--- src/rtl/ieee_fp_pkg.sv ---
// Shared IEEE-754 single-precision constants and sequencer state encoding.
package ieee_fp_pkg;

  localparam int EXP_W  = 8;
  localparam int FRAC_W = 23;
  localparam int MANT_W = FRAC_W + 2;

  localparam logic [EXP_W-1:0] EXP_MAX  = 8'hFF;
  localparam logic [31:0]      POS_ZERO = 32'h0000_0000;
  localparam logic [31:0]      POS_INF  = 32'h7F80_0000;

  typedef enum logic [1:0] {
    IDLE  = 2'd0,
    EVAL  = 2'd1,
    SHIFT = 2'd2,
    DONE  = 2'd3
  } state_e;

endpackage

--- src/rtl/ieee_normalize_seq_pack.sv ---
// Packs sign, exponent and stored fraction into a 32-bit float word.
module ieee_normalize_seq_pack
  import ieee_fp_pkg::*;
(
  input  logic              sign,
  input  logic [EXP_W-1:0]  exp,
  input  logic [FRAC_W-1:0] frac,
  output logic [31:0]       result
);

  assign result = {sign, exp, frac};

endmodule

--- src/rtl/ieee_normalize_seq.sv ---
// Normalise-and-pack back end of the sequential single-precision adder.
//
//  state | meaning
//  IDLE  | ready for a new raw sum
//  EVAL  | classify: special, zero, carry, normal, denormal, or needs left shift
//  SHIFT | one-bit-per-cycle left normalisation until hidden bit or exp hits 1
//  DONE  | result valid, held until out_ready
module ieee_normalize_seq
  import ieee_fp_pkg::*;
(
  input  logic              clk,
  input  logic              rst,
  input  logic              in_valid,
  output logic              in_ready,
  input  logic              in_sign,
  input  logic [EXP_W-1:0]  in_exp,
  input  logic [MANT_W-1:0] in_mant,
  output logic              out_valid,
  input  logic              out_ready,
  output logic [31:0]       out_result,
  output logic              out_overflow,
  output logic              out_underflow
);

  state_e              state_q, state_d;
  logic                sign_q, sign_d;
  logic [EXP_W:0]      exp_q, exp_d;
  logic [MANT_W-1:0]   mant_q, mant_d;
  logic [31:0]         res_q, res_d;
  logic                ovf_q, ovf_d;
  logic                unf_q, unf_d;

  logic                pk_sign;
  logic [EXP_W-1:0]    pk_exp;
  logic [FRAC_W-1:0]   pk_frac;
  logic [31:0]         pk_result;
  logic [EXP_W:0]      exp_inc;

  assign exp_inc = exp_q + 9'd1;

  ieee_normalize_seq_pack u_pack (
    .sign   (pk_sign),
    .exp    (pk_exp),
    .frac   (pk_frac),
    .result (pk_result)
  );

  // Next-state, datapath and result capture.
  always_comb begin
    state_d = state_q;
    sign_d  = sign_q;
    exp_d   = exp_q;
    mant_d  = mant_q;
    res_d   = res_q;
    ovf_d   = ovf_q;
    unf_d   = unf_q;
    pk_sign = sign_q;
    pk_exp  = exp_q[EXP_W-1:0];
    pk_frac = mant_q[FRAC_W-1:0];

    case (state_q)
      IDLE: begin
        if (in_valid) begin
          sign_d  = in_sign;
          exp_d   = {1'b0, in_exp};
          mant_d  = in_mant;
          ovf_d   = 1'b0;
          unf_d   = 1'b0;
          state_d = EVAL;
        end
      end

      EVAL: begin
        state_d = DONE;
        if (exp_q == {1'b0, EXP_MAX}) begin
          pk_exp = EXP_MAX;
          res_d  = pk_result;
        end else if (mant_q == '0) begin
          // Exact cancellation always yields +0.
          pk_sign = 1'b0;
          pk_exp  = '0;
          pk_frac = '0;
          res_d   = pk_result;
        end else if (mant_q[MANT_W-1]) begin
          mant_d = mant_q >> 1;
          exp_d  = exp_inc;
          if (exp_inc == {1'b0, EXP_MAX}) begin
            pk_exp  = EXP_MAX;
            pk_frac = '0;
            ovf_d   = 1'b1;
          end else begin
            pk_exp  = exp_inc[EXP_W-1:0];
            pk_frac = mant_q[FRAC_W:1];
          end
          res_d = pk_result;
        end else if (mant_q[FRAC_W]) begin
          // A hidden bit with exp 0 means the denormal sum carried into normal range.
          pk_exp = (exp_q == '0) ? 8'd1 : exp_q[EXP_W-1:0];
          res_d  = pk_result;
        end else if (exp_q == '0) begin
          pk_exp = '0;
          res_d  = pk_result;
        end else begin
          state_d = SHIFT;
        end
      end

      SHIFT: begin
        if (mant_q[FRAC_W]) begin
          res_d   = pk_result;
          state_d = DONE;
        end else if (exp_q == 9'd1) begin
          pk_exp  = '0;
          res_d   = pk_result;
          unf_d   = 1'b1;
          state_d = DONE;
        end else begin
          mant_d = mant_q << 1;
          exp_d  = exp_q - 9'd1;
        end
      end

      DONE: begin
        if (out_ready) state_d = IDLE;
      end

      default: state_d = IDLE;
    endcase
  end

  // State and datapath registers.
  always_ff @(posedge clk or posedge rst) begin
    if (rst) begin
      state_q <= IDLE;
      sign_q  <= 1'b0;
      exp_q   <= '0;
      mant_q  <= '0;
      res_q   <= '0;
      ovf_q   <= 1'b0;
      unf_q   <= 1'b0;
    end else begin
      state_q <= state_d;
      sign_q  <= sign_d;
      exp_q   <= exp_d;
      mant_q  <= mant_d;
      res_q   <= res_d;
      ovf_q   <= ovf_d;
      unf_q   <= unf_d;
    end
  end

  assign in_ready      = (state_q == IDLE);
  assign out_valid     = (state_q == DONE);
  assign out_result    = res_q;
  assign out_overflow  = ovf_q;
  assign out_underflow = unf_q;

endmodule

--- config.mk ---
export PLATFORM = sky130hd
export DESIGN_NAME = ieee_normalize_seq
export DESIGN_NICKNAME = d
export VERILOG_FILES = /design/src/rtl/ieee_fp_pkg.sv /design/src/rtl/ieee_normalize_seq_pack.sv /design/src/rtl/ieee_normalize_seq.sv
export SDC_FILE = /design/constraint.sdc
export NUM_CORES = 1
export LEC_CHECK = 0
export ABC_AREA = 1
export CAP_MARGIN = 20
export CELL_PAD_IN_SITES_DETAIL_PLACEMENT = 1
export CELL_PAD_IN_SITES_GLOBAL_PLACEMENT = 1
export CORE_MARGIN = 5
export CORE_UTILIZATION = 30
export DETAILED_ROUTE_END_ITERATION = 10
export PLACE_DENSITY = 0.74
export SYNTH_ARGS = -nofsm -noshare
export SYNTH_HDL_FRONTEND = slang
export SYNTH_SLANG_ARGS = --single-unit
export TNS_END_PERCENT = 100
--- constraint.sdc ---
create_clock -name clk -period 5.6 [get_ports clk]
set_clock_uncertainty 0.15 [all_clocks]
set_input_delay 0.56 -clock clk [delete_from_list [all_inputs] [get_ports clk]]
set_output_delay 0.56 -clock clk [all_outputs]
set_load 0.02 [all_outputs]
; Word-level counts from Yosys, hierarchy flattened
; Index checks and enable logic that the tools add are counted.
; Widths: inputs -> output; s select.
[classes]
n_reduce_logical = 15
mux = 57
add_sub_neg = 2
eq_ne = 17
[ops]
columns = cell, n
row1 = $mux 32, 7
row2 = $mux 25, 5
row3 = $mux 23, 5
row4 = $pmux 25 s3, 1
row5 = $mux 8, 8
row6 = $pmux 32 s2, 1
row7 = $mux 9, 6
row8 = $pmux 9 s3, 1
row9 = $logic_not 25->1, 1
row10 = $mux 24, 1
row11 = $eq 9x8->1 const B, 2
row12 = $ne 2x2->1 const B, 8
row13 = $mux 1, 15
row14 = $reduce_and 6->1, 2
row15 = $add 9x1->9 const B, 1
row16 = $eq 9x1->1 const B, 1
row17 = $logic_not 9->1, 1
row18 = $sub 9x1->9 const B, 1
row19 = $mux 2, 4
row20 = $pmux 2 s4, 1
row21 = $reduce_and 7->1, 1
row22 = $ne 6x6->1 const B, 1
row23 = $reduce_and 3->1, 2
row24 = $reduce_bool 2->1, 3
row25 = 10 further kinds, 12
[word_totals]
input_bits = 38
wordCells = 100
register_bits = 71
out_inout_bits = 36

; Depth between registers and ports, before layout
; Gate-level depths: netlist of run 1.
[logic_depth]
word_depth = 13
mapped_depth = 18
depth_no_buf = 17

; Cells and area by module
; From an unflattened synthesis of run 1, not the netlist that was laid out.
[hier_totals]
cells_unflattened = 800
hier_area_um2 = 5418.9
[by_module_without_submodules]
columns = mod, n_inst, cells_per_inst, seq_area_each_um2, area_each_um2
row1 = ieee_normalize_seq, 1, 768, 1776.7, 5178.7
row2 = ieee_normalize_seq_pack, 1, 32, 0.0, 240.2

; Least setup slack after synthesis of run 1
; Ideal clock, no wire load.
[synth_path]
kind = reg-to-reg
from = register exp_q[0]
to = register res_q[4] (netlist: out_result[4])
arrival_ps = 2043
t_required_ps = 5334
n_path_buf = 1
period_less_slack_ps = 2309
setup_time_ps = 116
path_stages_with_launch = 19
setup_slack_ps = 3291
path_cell_list = dfrtp_1 ha_1 nand2_1 inv_1 nand2_2 nor2_1 ha_1 nand2_1 inv_1 nand3_1 nor2_4 nand3_4 buf_6 nand2_1 nand2_1 nand2_1 nand2_1 nand2_1 nand2_1
[synth_via]
elab_chain_cells = 13
elab_cells_between_ends = 21
cone_classes = 1 x add/sub / 5 x eq/ne / 13 x mux / 2 x reduce/logical
[synth_rtl]
columns = element, line
row1 = from (decl), ieee_normalize_seq.sv:27  ; logic [EXP_W:0] exp_q, exp_d;
row2 = from (signal assigned), ieee_normalize_seq.sv:144  ; exp_q <= exp_d;
row3 = $add 9x1->9, ieee_normalize_seq.sv:39  ; assign exp_inc = exp_q + 9'd1;
row4 = $eq 9x8->1, ieee_normalize_seq.sv:87  ; if (exp_inc == {1'b0, EXP_MAX}) begin
row5 = $mux 23, ieee_normalize_seq.sv:87
row6 = $mux 23, ieee_normalize_seq.sv:84  ; end else if (mant_q[MANT_W-1]) begin
row7 = $mux 23, ieee_normalize_seq.sv:78  ; end else if (mant_q == '0) begin
row8 = $mux 23, ieee_normalize_seq.sv:75  ; if (exp_q == {1'b0, EXP_MAX}) begin
row9 = $mux 23, ieee_normalize_seq.sv:61  ; case (state_q)
row10 = $mux 32, ieee_normalize_seq.sv:100  ; end else if (exp_q == '0) begin
row11 = $mux 32, ieee_normalize_seq.sv:96  ; end else if (mant_q[FRAC_W]) begin
row12 = $mux 32, ieee_normalize_seq.sv:84
row13 = $mux 32, ieee_normalize_seq.sv:78
row14 = $mux 32, ieee_normalize_seq.sv:75
row15 = $pmux 32 s2, ieee_normalize_seq.sv:61
row16 = to (signal assigned), ieee_normalize_seq.sv:146  ; res_q <= res_d;
row17 = to (decl), ieee_normalize_seq.sv:29  ; logic [31:0] res_q, res_d;
; Several ways; a longest one is shown, not always the timed one. The select of a mux whose other input is x is not followed.
; A chain may end at the register's enable or synchronous reset.

; Final worst setup path of run 1
[layout_path]
from = register state_q[1]
to = register res_q[17] (netlist: out_result[17])
[layout_via]
elab_chain_cells = 8
elab_cells_between_ends = 15
cone_classes = 4 x eq/ne / 9 x mux / 2 x reduce/logical
[layout_rtl]
columns = element, line
row1 = from (decl), ieee_normalize_seq.sv:25  ; state_e state_q, state_d;
row2 = from (signal assigned), ieee_normalize_seq.sv:142  ; state_q <= state_d;
row3 = $eq 2x1->1, ieee_normalize_seq.sv:61
row4 = $mux 23, ieee_normalize_seq.sv:61
row5 = $mux 32, ieee_normalize_seq.sv:100
row6 = $mux 32, ieee_normalize_seq.sv:96
row7 = $mux 32, ieee_normalize_seq.sv:84
row8 = $mux 32, ieee_normalize_seq.sv:78
row9 = $mux 32, ieee_normalize_seq.sv:75
row10 = $pmux 32 s2, ieee_normalize_seq.sv:61
; Several ways; a longest one is shown, not always the timed one. The select of a mux whose other input is x is not followed.

==> results of run 1 <==
[worst max-delay path, delay by kind of cell (launching register included)]
| kind | cells | cell delay [ns] |
|---|---|---|
| adders and majority gates | 1 | 0.14 |
| DFF | 1 | 0.42 |
| buffers and inverters | 6 | 1.46 |
| AOI/OAI and AO/OA | 1 | 0.79 |
| and+or+nand+nor | 5 | 0.39 |
[power by group through the flow]
stage | Clock, mW | Combinational (mW) | Sequential, mW
final | 0.617 | 2.86 | 1.03
after detailed placement | 0 | 2.87 | 1.04
after CTS | 0.631 | 2.89 | 1.04
after global routing | 0.653 | 3.25 | 1.07
after floorplan | 0 | 2.05 | 1.07
after global placement | 0 | 2.79 | 1.04
[layout by cell type (no fill, tap or decap), types with 5 or more instances in the layout]
cell type        Yosys  routed
nand3_1             36      36
clkbuf_16            0       9
o21ai_0             70      70
ha_1                10      10
nand2_2              9       9
nor2_1              61      61
clkdlybuf4s50_1      0      73
a31oi_1              5       5
nand4_1              6       6
a21oi_1             48      48
o21ai_1             23      23
buf_4                3       8
a21oi_2              9       9
dfrtp_1             71      71
nor2_2              11      11
o211ai_1             5       5
nand2_1            232     232
inv_2                6       7
nor2_4               5       5
inv_1               49      48
[cell families (layout without fill, tap and decap cells)]
group / Yosys count / in the layout / synth area share
DFF: 71 / 71 / 0.3612
and+or+nand+nor: 371 / 371 / 0.3289
adders and majority gates: 10 / 10 / 0.02544
AOI/OAI and AO/OA: 169 / 169 / 0.1882
buffers and inverters: 99 / 157 / 0.09438
xor gates and xnor gates: 1 / 1 / 0.001781
[registers in the layout, indices dropped and copies added, names as in the netlist]
register / flops
out_result: 32
mant_q: 25
exp_q: 9
state_q: 2
out_overflow: 1
out_underflow: 1
sign_q: 1
[layout make-up]
class	instances	area [µm²]	share of cell area
multi-input cells	551	2678	0.4419
flip-flops and latches	71	1777	0.2932
repair buffers	81	790.8	0.1305
clock buffers	14	274.0	0.04522
well taps	216	270.3	0.04460
inverters	60	232.7	0.03841
clock inverters	2	37.54	0.006195
[metrics by stage]
stage / hold slack, ns / utilization / cell area [µm²]
after global placement: 0.3128 / 0.3592 / 5748
after global routing: 0.3538 / 0.3787 / 6060
final: 0.3229 / 0.3787 / 6060
after floorplan: 0.3503 / - / 4918
after detailed placement: 0.3143 / 0.3592 / 5748
after CTS: 0.3300 / 0.3787 / 6060
[layer usage]
metal	global-route usage	part of all wire	up-vias	wire length, µm
met2	0.2957	0.47	92	7887
met3	0.02414	0.031	22	518
met5	0	0	-	0
met1	0.2411	0.48	2398	7997
li1	-	-	2442	-
met4	0.05928	0.021	0	359
[worst paths after layout]
| kind | end | slack, ns | depth (start not counted) |
|---|---|---|---|
| min | out_result[27] | 0.32 | 2 |
| max | out_result[17] | 2.19 | 13 |
| max reg2reg | out_result[17] | 2.19 | 13 |
| min in group asynchronous | out_result[7] | 0.52 | 2 |
| min reg2reg | out_result[27] | 0.32 | 2 |
| max in group asynchronous | out_result[22] | 3.75 | 3 |
==> flow_summary.yaml, run 1 <==
yosys:
  yosysSeqAreaShare: 0.3612
  syn_area_um2: 4918
  synth_common_cells: "nand2_1 (232), dfrtp_1 (71), o21ai_0 (70), nor2_1 (61), inv_1 (49)"
  synth_edf_count: 0
  synth_async_sr_flop_share: 1.000
  synthCells: 721
  synth_ff_type: "dfrtp_1"
  synth_nets: 769
  syn_avg_cell_area_um2: 6.822
  synthTopCellsByArea: "dfrtp_1 (36%), nand2_1 (18%), o21ai_0 (7.1%)"
  synth.most_common_cell: "nand2_1"
  netlist.area_leader.share: 0.3612
  synth_top_area_cell: "dfrtp_1"
  ys_ff_latch: 71
  yosys_warnings: 0
  ys_types: 41
finish:
  drive_above_1_share: 0.09756
  area_delta_synth_final_pct: 23.20
  n_fill_cell: 2058
  diodes: 0
  final_nets: 822
  layout.cells.non_filler: 995
cts:
  clk_latency_ns: 0.35
  cts_tree: "yes"
  clkTransAtPathRegs_ns: 0.06
  h-tree-depth: 3
  cts_buffers: 9
  postCtsHoldBufs: 0
  root_buffer: "clkbuf_16"
  clk_path_buf_depth: 2
  post_cts_buffers: 0
  clkSinkCount: 71
  post_cts_resized: 0
detailed_routing:
  wl_per_cell_um: 16.85
  wirelength_um: 16760
  vias_per_cell: 4.979
  drt_drc_violations_left: 0
  postRouteAntennaNets: 0
  drtIter0Drc: 369
  vias: 4954
  drt_first_pass_iters: 4
timing:
  fmax_ghz: 0.2929
  fin_ws_ns: 2.186
  period_share: 0.6096
  finalSetupViolCount: 0
  setup_tns_ns: 0
  rsz0062_at_grt: "no"
  post-route-min-period_ns: 3.414
  hold_viol_final: 0
  slew_violations: 0
  relSlewSlack: 0.3325
  worst_slew_pin_slew_ns: 1.001
place:
  place_congestion: 0.9003
  dp.cells: 979
  place_ws_ns: 2.260
  dp_hpwl_um: 11350
  portBuffers: 73
hold_path:
  min-delay-start: "out_result[27]"
  hold_class: "flip-flop to flip-flop"
critical_path:
  cp_cell_sequence: "inv_1 -> ha_1 -> buf_4 -> inv_1 -> nor2_2 -> buf_4 -> inv_1 -> a21oi_2 -> buf_4 -> nand2_1 -> nand2_1 -> nand2_1 -> nand2_1"
  crit_start: "state_q[1]"
  reg2reg_from: "state_q[1]"
  cp-start-kind: "flip-flop"
  cpPeakStageDelay_ns: 0.79
  critPathRequiredTime_ns: 5.74
  endpoint_kind: "flip-flop"
  crit_type: "flip-flop to flip-flop"
  arrival_ns: 3.55
  crit_path_top_delay_cell: "a21oi_2"
  critPathMaxFanout: 31
  cp_common_cell: "nand2_1"
die:
  die_w_um: 138.0
  core_area_um2: 16000
  start_util: 0.3074
  rows: 46
  die_y_um: 138.0
  die_area_um2: 19060
  io_pins: 74
pwr:
  ir_drop_v: 0.0004329
  switchingPower_mw: 2.390
  p_int_mw: 2.120
  power_frac_comb: 0.634
  leakage_nw: 2.743
  p_sw_frac: 0.5299
  seqPwrFrac: 0.229
  p_total_mw: 4.510
  power.density_nw_per_um2: 744.3
  clkPwrFrac: 0.137
run_status:
  outcome: "completed"
global_route:
  grt-ovfl-total: 0
  grt_pass1_wl_um: 27880
  grt_antenna_before_repair: 0
  grt_pass1_vias: 5206
  grtUsageTotal: 0.1786
  grt_max_degree: 47
job:
  cap_violations: 0
Note: power is estimated with default switching activity, not from simulation.
==> run 2: changes to the inputs <==
PLACE_DENSITY = 0.76   (was 0.74)
clock period = 2.7 ns   (was 5.6 ns; I/O delays follow)
==> run 2 against run 1 <==
  * Critical path depth up 4
  * Die area unchanged
  * Worst setup slack worse by 2.1 ns
  * Final cell count increased by 2.1%
  * Flip-flop and latch count unchanged
  * Highest routed layer unchanged
==> flow_summary.yaml, run 2 (synthesized netlist as in run 1, its figures left out) <==
timing:
  setup_tns_ns: 0
  relSlewSlack: 0.5397
  fmax_ghz: 0.3888
  period_share: 0.9526
  rsz0062_at_grt: "yes"
  worst_slew_pin_slew_ns: 0.6897
  slew_violations: 0
  post-route-min-period_ns: 2.572
  hold_viol_final: 0
  worst_hold_slack_ns: 0.1470
  finalSetupViolCount: 0
detailed_routing:
  drtIter0Drc: 318
  wl_per_cell_um: 17.08
  drt_drc_violations_left: 0
  postRouteAntennaNets: 0
  drt_first_pass_iters: 5
  vias_per_cell: 4.993
  wirelength_um: 17350
  vias: 5073
die:
  rows: 46
  core_area_um2: 16000
  start_util: 0.3074
  die_y_um: 138.0
  die_area_um2: 19060
  die_w_um: 138.0
  io_pins: 74
global_route:
  grt_max_degree: 49
  grt_pass1_vias: 5188
  grt_pass1_wl_um: 27790
  grt_antenna_before_repair: 0
  grt-ovfl-total: 0
  grtUsageTotal: 0.1789
critical_path:
  cp_common_cell: "nand2_1"
  critPathRequiredTime_ns: 2.79
  cpPeakStageDelay_ns: 0.43
  path_buf_inv: 2
  r2r_slack_ns: 0.13
  crit_path_top_delay_cell: "dfrtp_2"
  crit_family: "simple AND/OR/NAND/NOR gates"
  cp-start-kind: "flip-flop"
  cp_cell_sequence: "ha_2 -> nand2_1 -> inv_1 -> nand2_2 -> nor2_1 -> ha_2 -> nand2_1 -> inv_1 -> nand3_1 -> nor2_4 -> nand3_4 -> nand2_1 -> nand2_1 -> nand2_1 -> nand2_1 -> nand2_1 -> nand2_1"
  endpoint_kind: "flip-flop"
  critPathMaxFanout: 7
  reg2reg_from: "exp_q[1]"
  crit_type: "flip-flop to flip-flop"
  reg2reg_to: "out_result[20]"
  worstRegToRegCells: 17
  arrival_ns: 2.66
place:
  dp_hpwl_um: 11780
  dpl_cell_area_um2: 5921
  place_congestion: 0.8781
  portBuffers: 73
cts:
  clkSinkCount: 71
  postCtsHoldBufs: 0
  clk_latency_ns: 0.36
  cts_buffers: 9
  clk_path_buf_depth: 2
  clkTransAtPathRegs_ns: 0.06
  root_buffer: "clkbuf_16"
  cts_tree: "yes"
  h-tree-depth: 3
finish:
  mostFrequentLayoutCells: "nand2_1 (232), clkdlybuf4s50_1 (73), o21ai_0 (70), dfrtp_1 (70), nor2_1 (61)"
  final_nets: 843
  diodes: 0
  design_area_um2: 6305
  fin_util: 0.3940
  area_delta_synth_final_pct: 28.19
  largest_register_ffs: 32
  final_common_cell: "nand2_1"
  drive_above_1_share: 0.1275
job:
  cap_violations: 0
pwr:
  ir_drop_v: 0.0006247
  leakage_nw: 2.853
  power.density_nw_per_um2: 1562
run_status:
  outcome: "completed"
hold_path:
  hold_class: "input pin to asynchronous set/reset pin"
## run 2: layout make-up
type / count / area, µm²
clock buffers: 11 / 252.7
clock inverters: 5 / 80.08
fillers: 2081 / 9696
inverters: 60 / 235.2
multi-input cells: 553 / 2718
flip-flops and latches: 71 / 1778
well taps: 216 / 270.3
repair buffers: 100 / 970.9
## run 2: worst max-delay path by stage
stage / depth (start not counted) / slack (ns) / end / start
5_1_grt: 17 / -0.01 / out_result[4] / exp_q[1]
3_3_place_gp: 17 / 0.16 / out_result[3] / exp_q[1]
4_1_cts: 17 / 0.07 / out_result[20] / exp_q[1]
6_report: 17 / 0.13 / out_result[20] / exp_q[1]
3_5_place_dp: 17 / 0.08 / out_result[15] / exp_q[1]
2_1_floorplan: 18 / 0.39 / out_result[4] / exp_q[0]
## run 2: repair_timing
item | 4_1_cts | 5_1_grt
resized for setup | 0 | 6
endpoints found under the setup margin | 0 | 60
setup buffers | 0 | 1
## run 2: through the flow
| stage | cells | setup slack, ns | power (mW) |
|---|---|---|---|
| 6_report | 1016 | 0.1280 | 9.850 |
| 5_1_grt | 1016 | -0.009772 | 10.76 |
| 4_1_cts | 1013 | 0.06657 | 9.867 |
| 3_5_place_dp | 997 | 0.08377 | 8.429 |
| 3_3_place_gp | 997 | 0.1556 | 8.282 |
| 2_1_floorplan | 721 | 0.3910 | 6.471 |
## run 2: power breakdown
part,internal (mW),switching (mW)
clock network,0.858,0.505
logic,2.27,4.17
registers,1.61,0.438
## run 2: worst register-to-register path: cells and delay by family (launching register included)
kind | cells | cell delay (ns)
buffers and inverters | 2 | 0.13
adders and majority gates | 2 | 0.52
and+or+nand+nor | 13 | 1.25
DFF | 1 | 0.43
## run 2: per-layer routing
layer / up-vias / track usage / routed length (µm)
li1: 2484 / - / -
met1: 2467 / 0.2417 / 8260
met2: 105 / 0.2919 / 8161
met3: 17 / 0.04103 / 743
met4: 0 / 0.04212 / 185
met5: - / 0 / 0
==> run 3: changes to the inputs <==
GPL_TIMING_DRIVEN = 1   (was default)
==> results of run 3 <==
No change in the layout: final DEF, timing and power equal those of run 2.
